## config.mk

```make
export PLATFORM = sky130hd
export DESIGN_NAME = reg_xfer_ctrl
export DESIGN_NICKNAME = d
export VERILOG_FILES = /design/src/rtl/reg_xfer_pkg.sv /design/src/rtl/reg_xfer_ctrl.sv
export SDC_FILE = /design/constraint.sdc
export NUM_CORES = 1
export LEC_CHECK = 0
export BUFFER_PORTS_ARGS = -buffer_cell sky130_fd_sc_hd__clkbuf_2
export CORE_MARGIN = 2
export CORE_UTILIZATION = 50
export DETAILED_ROUTE_END_ITERATION = 6
export HOLD_SLACK_MARGIN = 0.06
export PLACE_DENSITY = 0.85
export SLEW_MARGIN = 20
export SYNTH_ARGS = -nofsm -noshare
export SYNTH_HDL_FRONTEND = slang
export SYNTH_SLANG_ARGS = --single-unit
```

## constraint.sdc

```tcl
create_clock -name clk -period 2.05 [get_ports clk]
set_input_delay 0.1025 -clock clk [delete_from_list [all_inputs] [get_ports clk]]
set_output_delay 0.1025 -clock clk [all_outputs]
set_load 0.01 [all_outputs]
```

## src/rtl/reg_xfer_pkg.sv

```systemverilog
// Shared definitions for the register-file transfer controller: opcodes,
// controller states and the register address width.
package reg_xfer_pkg;

  localparam int unsigned REG_ADDR_W = 3;

  typedef enum logic [1:0] {
    OP_LOAD = 2'b00,
    OP_MOVE = 2'b01,
    OP_SWAP = 2'b10,
    OP_READ = 2'b11
  } op_e;

  typedef enum logic [2:0] {
    ST_IDLE,
    ST_RD_A,
    ST_RD_B,
    ST_WR_A,
    ST_WR_B,
    ST_RESP
  } state_e;

endpackage

```

## src/rtl/reg_xfer_ctrl.sv

```systemverilog
// Command-driven initiator for the 8-entry register file: LOAD, MOVE, SWAP
// and READ, with read-out data returned on a valid/ready response channel.
module reg_xfer_ctrl
  import reg_xfer_pkg::*;
#(
  parameter int unsigned WIDTH = 16
) (
  input  logic                  clk,
  input  logic                  rst,
  input  logic                  cmd_valid,
  output logic                  cmd_ready,
  input  logic [1:0]            cmd_op,
  input  logic [REG_ADDR_W-1:0] cmd_src,
  input  logic [REG_ADDR_W-1:0] cmd_dst,
  input  logic [WIDTH-1:0]      cmd_imm,
  output logic                  rsp_valid,
  input  logic                  rsp_ready,
  output logic [WIDTH-1:0]      rsp_data,
  output logic                  done,
  output logic                  busy,
  output logic                  rf_read_enable,
  output logic [REG_ADDR_W-1:0] rf_read_addr,
  input  logic [WIDTH-1:0]      rf_read_data,
  output logic                  rf_write_enable,
  output logic [REG_ADDR_W-1:0] rf_write_addr,
  output logic [WIDTH-1:0]      rf_write_data
);

  state_e                state, state_nxt;
  op_e                   op_q;
  logic [REG_ADDR_W-1:0] src_q, dst_q;
  logic [WIDTH-1:0]      imm_q, tmp_a, tmp_b;

  always_ff @(posedge clk or negedge rst) begin
    if (!rst) begin
      state <= ST_IDLE;
    end else begin
      state <= state_nxt;
    end
  end

  // The read port is only driven in read states, so captures are gated by state.
  always_ff @(posedge clk or negedge rst) begin
    if (!rst) begin
      op_q  <= OP_LOAD;
      src_q <= '0;
      dst_q <= '0;
      imm_q <= '0;
      tmp_a <= '0;
      tmp_b <= '0;
    end else begin
      if (state == ST_IDLE && cmd_valid) begin
        op_q  <= op_e'(cmd_op);
        src_q <= cmd_src;
        dst_q <= cmd_dst;
        imm_q <= cmd_imm;
      end
      if (state == ST_RD_A) tmp_a <= rf_read_data;
      if (state == ST_RD_B) tmp_b <= rf_read_data;
    end
  end

  always_comb begin
    state_nxt       = state;
    cmd_ready       = 1'b0;
    busy            = 1'b1;
    rsp_valid       = 1'b0;
    done            = 1'b0;
    rf_read_enable  = 1'b0;
    rf_write_enable = 1'b0;
    rf_read_addr    = src_q;
    rf_write_addr   = dst_q;
    rf_write_data   = (op_q == OP_LOAD) ? imm_q : tmp_a;
    case (state)
      ST_IDLE: begin
        cmd_ready = 1'b1;
        busy      = 1'b0;
        if (cmd_valid) begin
          state_nxt = (op_e'(cmd_op) == OP_LOAD) ? ST_WR_A : ST_RD_A;
        end
      end
      ST_RD_A: begin
        rf_read_enable = 1'b1;
        case (op_q)
          OP_MOVE: state_nxt = ST_WR_A;
          OP_SWAP: state_nxt = ST_RD_B;
          default: state_nxt = ST_RESP;
        endcase
      end
      ST_RD_B: begin
        rf_read_enable = 1'b1;
        rf_read_addr   = dst_q;
        state_nxt      = ST_WR_A;
      end
      ST_WR_A: begin
        rf_write_enable = 1'b1;
        if (op_q == OP_SWAP) begin
          state_nxt = ST_WR_B;
        end else begin
          done      = 1'b1;
          state_nxt = ST_IDLE;
        end
      end
      ST_WR_B: begin
        rf_write_enable = 1'b1;
        rf_write_addr   = src_q;
        rf_write_data   = tmp_b;
        done            = 1'b1;
        state_nxt       = ST_IDLE;
      end
      ST_RESP: begin
        rsp_valid = 1'b1;
        if (rsp_ready) state_nxt = ST_IDLE;
      end
      default: state_nxt = ST_IDLE;
    endcase
  end

  assign rsp_data = tmp_a;

endmodule
```

==> results.md, run 1 <==
* Hold EP: state[1]$_DFFE_PN0P_
* PortBufs at between 80 and 90
* Worst hold start: cmd_valid
* GR Layer Usage met1 at 0.266
* Largest net degree at the start of global routing at 60
* Hold Violations, Final at 0
* Io pins at 88
* Max-slew violations at 0
* Crit path time final at 1.90 ns
* CP top delay family: simple AND/OR/NAND/NOR gates
* Post-Syn Nets at around 260
* Leading area contributor after synthesis: dfrtp_1
* Crit path kind: flip-flop to primary output
* Vias in the first global route at about 2300
* Clk slew on worst S/H paths at roughly 0.06 ns
* Gp weighted congestion at 0.871
* WHS Path Cells at 3
* Clock Path Buffers at 2
* Max Fclk at 525 MHz
* Layout Area Growth over Synthesis at 39.2%
* Final Cycle Share at 0.929
* Warnings, synthesis at 0
* Max Cap Viol at 0
* Root buf cell: clkbuf_8
* CTS buffer count at 9
* PD cells at 1610 nW/um2
* Run status: completed
* Final Setup Violations at 0
* Total Nets Final at between 300 and 400
* Core area at 5510 um2
* Die Y at 79.7 um
* Worst flop-to-flop path startpoint: state[1]$_DFFE_PN0P_
* Initial Utilization at 0.520
* CTS tree: done
* Design Area, Final at between 3000 and 4000 um2
* Startpoint Class: flip-flop
* Floorplan die width at approximately 80 um
* Drt pass-1 iters at 4
* Num rows at 27
* Total Wirelength at 6.55 mm
* H-tree depth at 3
* Total Routing Usage GR at 0.229
* Antenna viol nets, final at 0
* CP max stage delay at 0.47 ns
* Post-DP Area at 3370 um2
* Antenna violations before repair at 0
* Post-Syn Area at 2860 um2
* First-pass GRT wire length at 10.8 mm
* Reg2reg path depth at 4
* Die ar. at roughly 6300 um2
* Critical Path AT at approximately 1.8 ns
* Fillers at 373
* Clock sinks at 59
* First DRT Iteration DRCs at 93
* Wire per inst at 15.3 um
* Worst slew pin tran at 0.717 ns
* Distinct cells, synth at 28
* Critical path required time at 1.95 ns
* Reg-to-reg endpoint: rsp_data[9]$_DFFE_PN0N_
* Leak Pwr at ~1.9 nW
* Post-DP HPWL at 4.28 mm
* Met2 usage at 0.396
* CP max FO at 10
* RSZ-0062 raised after global routing: false
* Top Usage Layer GRT: met2
* DRC at 0
* Final setup TNS at 0 ns
* Syn Area/Cell at 13.3 um2
* FF-to-FF setup slack at around 0.35 ns
* Clk Latency, worst-skew pair at 0.33 ns
* Worst IR Drop VDD at around 0.9 mV
* Met3 Use GR at 0.0498
* Diode count at 0
* Sequential area share after synthesis at 0.516
* Final global-route overflow total at 0
* Hold WC Path Type: input port to flip-flop
* Vias/cell at 5.05
* Critical path cell sequence: nand2b_1 -> nor2_4 -> buf_4 -> or2_2 -> clkbuf_2
* Setup crit end kind: primary output
* Vias at between 2000 and 2500
* Yosys top cell area share at 0.516
* Ranking of synthesized cells by area: dfrtp_1, mux2_2, mux2_4
* CP bufs+invs at 2
* Clock skew at 0.00451 ns
* Synth Instances at 215
* #FFs+latches synth at between 50 and 60
* Slew headroom at 0.522
* Worst-path cell with the longest stage delay: dfrtp_2
* Share of layout cells above drive strength 1 at 0.521
==> layout by cell type (no fill, tap or decap), types with 2 or more instances in the layout <==
cell type,count
clkinv_2,2
mux2_4,18
nor2_4,2
nand2_1,17
nor2_1,3
nand2b_1,2
dfrtp_1,56
mux2i_1,17
mux2_2,43
clkbuf_2,87
o21ai_0,19
dfrtp_2,3
buf_4,10
clkbuf_8,12
inv_2,2
inv_1,3
dlygate4sd3_1,41
ha_1,3
nand3_1,2
==> worst max path at each step <==
| stage | from | cells past startpoint | endpoint | slack (ns) |
|---|---|---|---|---|
| CTS | state[0]$_DFFE_PN0P_ | 5 | rf_read_enable | 0.04 |
| global placement | state[2]$_DFFE_PN0P_ | 5 | rf_write_data[13] | 0.29 |
| finish | state[1]$_DFFE_PN0P_ | 5 | rf_read_enable | 0.15 |
| detailed placement | state[2]$_DFFE_PN0P_ | 5 | rf_write_data[13] | 0.26 |
| floorplan | state[0]$_DFFE_PN0P_ | 8 | dst_q[0]$_DFFE_PN0P_ | 0.45 |
| global route | state[1]$_DFFE_PN0P_ | 5 | rf_read_enable | 0.02 |
==> cell families after synthesis <==
| family | after synthesis | share of synthesized area |
|---|---|---|
| DFF | 59 | 0.516 |
| adders and majority gates | 3 | 0.0131 |
| AOI/OAI and AO/OA | 24 | 0.0481 |
| and+or+nand+nor | 32 | 0.0581 |
| buffers and inverters | 19 | 0.0420 |
| muxes | 78 | 0.323 |
==> per-layer routing <==
layer,vias up,routed length [um]
met3,14,264
li1,1024,-
met2,63,3350
met1,1056,2760
met5,-,0
met4,0,172
==> worst reg2reg max path, delay by kind of cell (launching register included) <==
kind / cells / cell delay, ns
multiplexers: 1 / 0.36
flip-flops: 1 / 0.47
buffers and inverters: 1 / 0.25
AND/OR/NAND/NOR: 2 / 0.49
==> registers in the layout, indices dropped and copies added, names as in the netlist <==
signal and flops:
src_q 3, tmp_b 16, rsp_data 16, dst_q 3, imm_q 16, state 3, op_q 2
==> final cells by class <==
| class | count | area (um2) | share of cell area |
|---|---|---|---|
| Clock inverter | 2 | 10.0 | 0.00251 |
| Tap cell | 72 | 90.1 | 0.0226 |
| Timing Repair Buffer | 139 | 941 | 0.236 |
| Inverter | 5 | 18.8 | 0.00471 |
| Sequential cell | 59 | 1480 | 0.372 |
| Clock buffer | 13 | 169 | 0.0424 |
| Multi-Input combinational cell | 137 | 1270 | 0.320 |
==> what timing repair did <==
| item | 4_1_cts | 5_1_grt |
|---|---|---|
| resized for setup | 0 | 3 |
| setup buffers | 3 | 0 |
| endpoints found under the hold margin | 115 | 0 |
| setup endpoints to repair | 18 | 12 |
| pin swaps | 0 | 0 |
| hold buffers | 41 | 0 |
==> synthesized netlist by cell type (all sizes together) <==
cell / instances
a21o: 1
and2: 1
nand2: 18
nand3: 2
o21a: 1
o211a: 1
dfrtp: 59
buf: 13
o32ai: 1
mux2i: 17
a221oi: 1
nor3b: 1
inv: 5
nor2: 5
or2: 1
o21ai: 19
mux2: 61
ha: 3
nor2b: 2
clkbuf: 1
nand2b: 2
==> report_power, final <==
group          leakage [nW]  total [W]  switching, W  internal, W
Sequential            0.695    0.00224      0.000458      0.00178
Clock                0.0953   0.000952      0.000424     0.000527
Combinational          1.11    0.00322       0.00146      0.00175
==> metrics by stage <==
stage	power [W]	utilization	instances	setup slack (ns)	hold slack, ns
detailed placement	0.00539	0.612	368	0.257	0.293
floorplan	0.00432	-	215	0.447	-0.193
finish	0.00641	0.723	427	0.145	0.0801
global placement	0.00524	0.612	368	0.288	0.289
CTS	0.00645	0.723	427	0.0362	0.0713
global route	0.00683	0.723	427	0.0196	0.102
Power figures use the tool's default switching activity.
==> inputs of run 2 (changes only) <==
--- a/config.mk
+++ b/config.mk
@@ -6,7 +6,7 @@
 export NUM_CORES = 1
 export LEC_CHECK = 0
 export BUFFER_PORTS_ARGS = -buffer_cell sky130_fd_sc_hd__clkbuf_2
-export CORE_MARGIN = 2
+export CORE_MARGIN = 3
 export CORE_UTILIZATION = 50
 export DETAILED_ROUTE_END_ITERATION = 6
 export HOLD_SLACK_MARGIN = 0.06
==> run 2 against run 1 <==
Non-clock buffer count decreased by 1. Register-to-register slack worse by 0.09 ns. Largest power group unchanged. Clock-buffer cell count grew 3.
==> results.md, run 2 (synthesized netlist as in run 1, its figures left out) <==
* Leak Pwr at 1.91 nW (+0.51%)
* Wire per inst at 16.4 um (+6.7%)
* Commonest non-fill, non-tap cells in the layout: clkbuf_2, dfrtp_1, mux2_2, dlygate4sd3_1, o21ai_0
* Hold Violations, Final at 0 (unchanged)
* Total Nets Final at 397 (-0.25%)
* Most common cell after layout, fill and taps aside: clkbuf_2
* Total Routing Usage GR at 0.223 (-0.00522)
* Setup crit end kind: primary output
* Vias at 2156 (-0.046%)
* Total power at 0.00658 W (+2.7%)
* Critical path cell sequence: nor2b_1 -> nor2b_2 -> buf_4 -> mux2_2 -> clkbuf_2
* Post-DP HPWL at 4.54 mm (+6.1%)
* Antenna violations before repair at 0 (unchanged)
* Antenna viol nets, final at 0 (unchanged)
* DRC at 0 (unchanged)
* Clock sinks at 59 (unchanged)
* Max Fclk at 507 MHz (-3.5%)
* Critical path required time at 1.95 ns (about the same)
* Clock Path Buffers at 2 (unchanged)
* Worst-path cell with the longest stage delay: dfrtp_2
* Floorplan die width at 81.7 um (+2.5%)
* Utilization after layout at 0.750 (+0.0261)
* Run status: completed
* Die ar. at 6670 um2 (+5.1%)
* PortBufs at 87 (unchanged)
* Total Wirelength at 6.95 mm (+6.2%)
* Critical Path AT at 1.87 ns (+0.07 ns)
* CTS tree: done
* Diode count at 0 (unchanged)
* Final hold slack at 0.0720 ns (-0.00808 ns)
* Largest net degree at the start of global routing at 38 (-37%)
* First-pass GRT wire length at 11.0 mm (+2.0%)
* Vias/cell at 5.07 (+0.42%)
* Clock skew at 0.00425 ns (-0.000253 ns)
* Share of layout cells above drive strength 1 at 0.524 (+0.00282)
* Initial Utilization at 0.537 (+0.0167)
* CP max stage delay at 0.47 ns (about the same)
* Design Area, Final at 4000 um2 (+0.38%)
* Core area at 5340 um2 (-3.1%)
* Final Cycle Share at 0.962 (+0.0332)
* RSZ-0062 raised after global routing: false
* Worst slew pin tran at 0.566 ns (-0.152 ns)
* Gp weighted congestion at 0.757 (-13%)
* Final Setup Violations at 0 (unchanged)
* Max-slew violations at 0 (unchanged)
* Io pins at 88 (unchanged)
* Crit path kind: flip-flop to primary output
* CP bufs+invs at 2 (unchanged)
* Die Y at 81.7 um (+2.5%)
* Slew headroom at 0.623 (+0.101)
* Root buf cell: clkbuf_8
* Clk Latency, worst-skew pair at 0.32 ns (about the same)
* Worst IR Drop VDD at 0.791 mV (-12%)
* Clk slew on worst S/H paths at 0.06 ns (about the same)
* Drt pass-1 iters at 4 (unchanged)
* Hold WC Path Type: input port to flip-flop
* Startpoint Class: flip-flop
* Post-DP Area at 3360 um2 (-0.30%)
* Vias in the first global route at 2296 (-1.5%)
* Final global-route overflow total at 0 (unchanged)
* Crit path time final at 1.97 ns (+0.0681 ns)
* CP top delay family: flip-flops
* CP max FO at 9 (-1)
* Max Cap Viol at 0 (unchanged)
* Layout Area Growth over Synthesis at 39.7%
* H-tree depth at 3 (unchanged)
* CTS buffer count at 9 (unchanged)
* PD cells at 1640 nW/um2 (+2.3%)
* Final setup TNS at 0 ns (unchanged)
* Num rows at 26 (-3.7%)
* First DRT Iteration DRCs at 112 (+20%)
run 2: changes by cell type in the layout (fill, tap and decap cells not counted):
cell,before,now
clkinv_2,2,0
dfrtp_2,3,2
dfrtp_1,56,57
clkbuf_8,12,15
buf_4,10,11
dlygate4sd3_1,41,39
run 2: area by class of cell:
class,instances,area (um2)
timing repair buffer,138,928
clock buffer,16,210
inverter,5,18.8
fill,358,1340
sequential,59,1480
multi-input combinational,137,1270
tap,70,87.6
run 2: power breakdown:
| part | internal, W | total, W | switching, W |
|---|---|---|---|
| Sequential | 0.00178 | 0.00224 | 0.000465 |
| Combinational | 0.00178 | 0.00329 | 0.00150 |
| Clock | 0.000639 | 0.00105 | 0.000410 |
run 2: worst reg2reg max path: cells and delay by family (launching register included):
kind / cells / cell delay (ns)
buf+inv: 1 / 0.08
flops: 1 / 0.52
mux: 1 / 0.40
simple gates: 3 / 0.68
run 2: path summary, 6_finish.rpt:
| kind | start | end | slack, ns | cells past startpoint |
|---|---|---|---|---|
| min in group asynchronous | rst | dst_q[2]$_DFFE_PN0P_ | 0.31 | 2 |
| max in group asynchronous | rst | rsp_data[10]$_DFFE_PN0N_ | 1.08 | 3 |
| setup reg to reg | state[0]$_DFFE_PN0P_ | imm_q[2]$_DFFE_PN0P_ | 0.26 | 5 |
| setup / recovery | state[1]$_DFFE_PN0P_ | rf_read_addr[1] | 0.08 | 5 |
| hold / removal | cmd_op[1] | op_q[1]$_DFFE_PN0P_ | 0.07 | 3 |
| hold reg to reg | tmp_b[15]$_DFFE_PN0N_ | tmp_b[15]$_DFFE_PN0N_ | 0.51 | 1 |
run 2: through the flow:
step / worst slack [ns] / instances
finish: 0.0771 / 425
global placement: 0.353 / 365
CTS: 0.00863 / 420
global route: 0.00776 / 425
detailed placement: 0.280 / 365
floorplan: 0.447 / 215
run 2: metal layers:
metal  share of wire  global-route usage  vias to the layer above
met5               0                   0                        -
met4           0.012              0.0864                        0
met3           0.036              0.0384                        7
met2            0.54               0.412                       55
met1            0.41               0.256                     1071
li1                -                   -                     1023
run 2: what timing repair did:
action	4_1_cts	5_1_grt
gates resized for setup	1	1
setup endpoints to repair	3	7
hold buffers	39	0
setup buffers	0	5
hold endpoints to repair	75	0
pin swaps	0	1
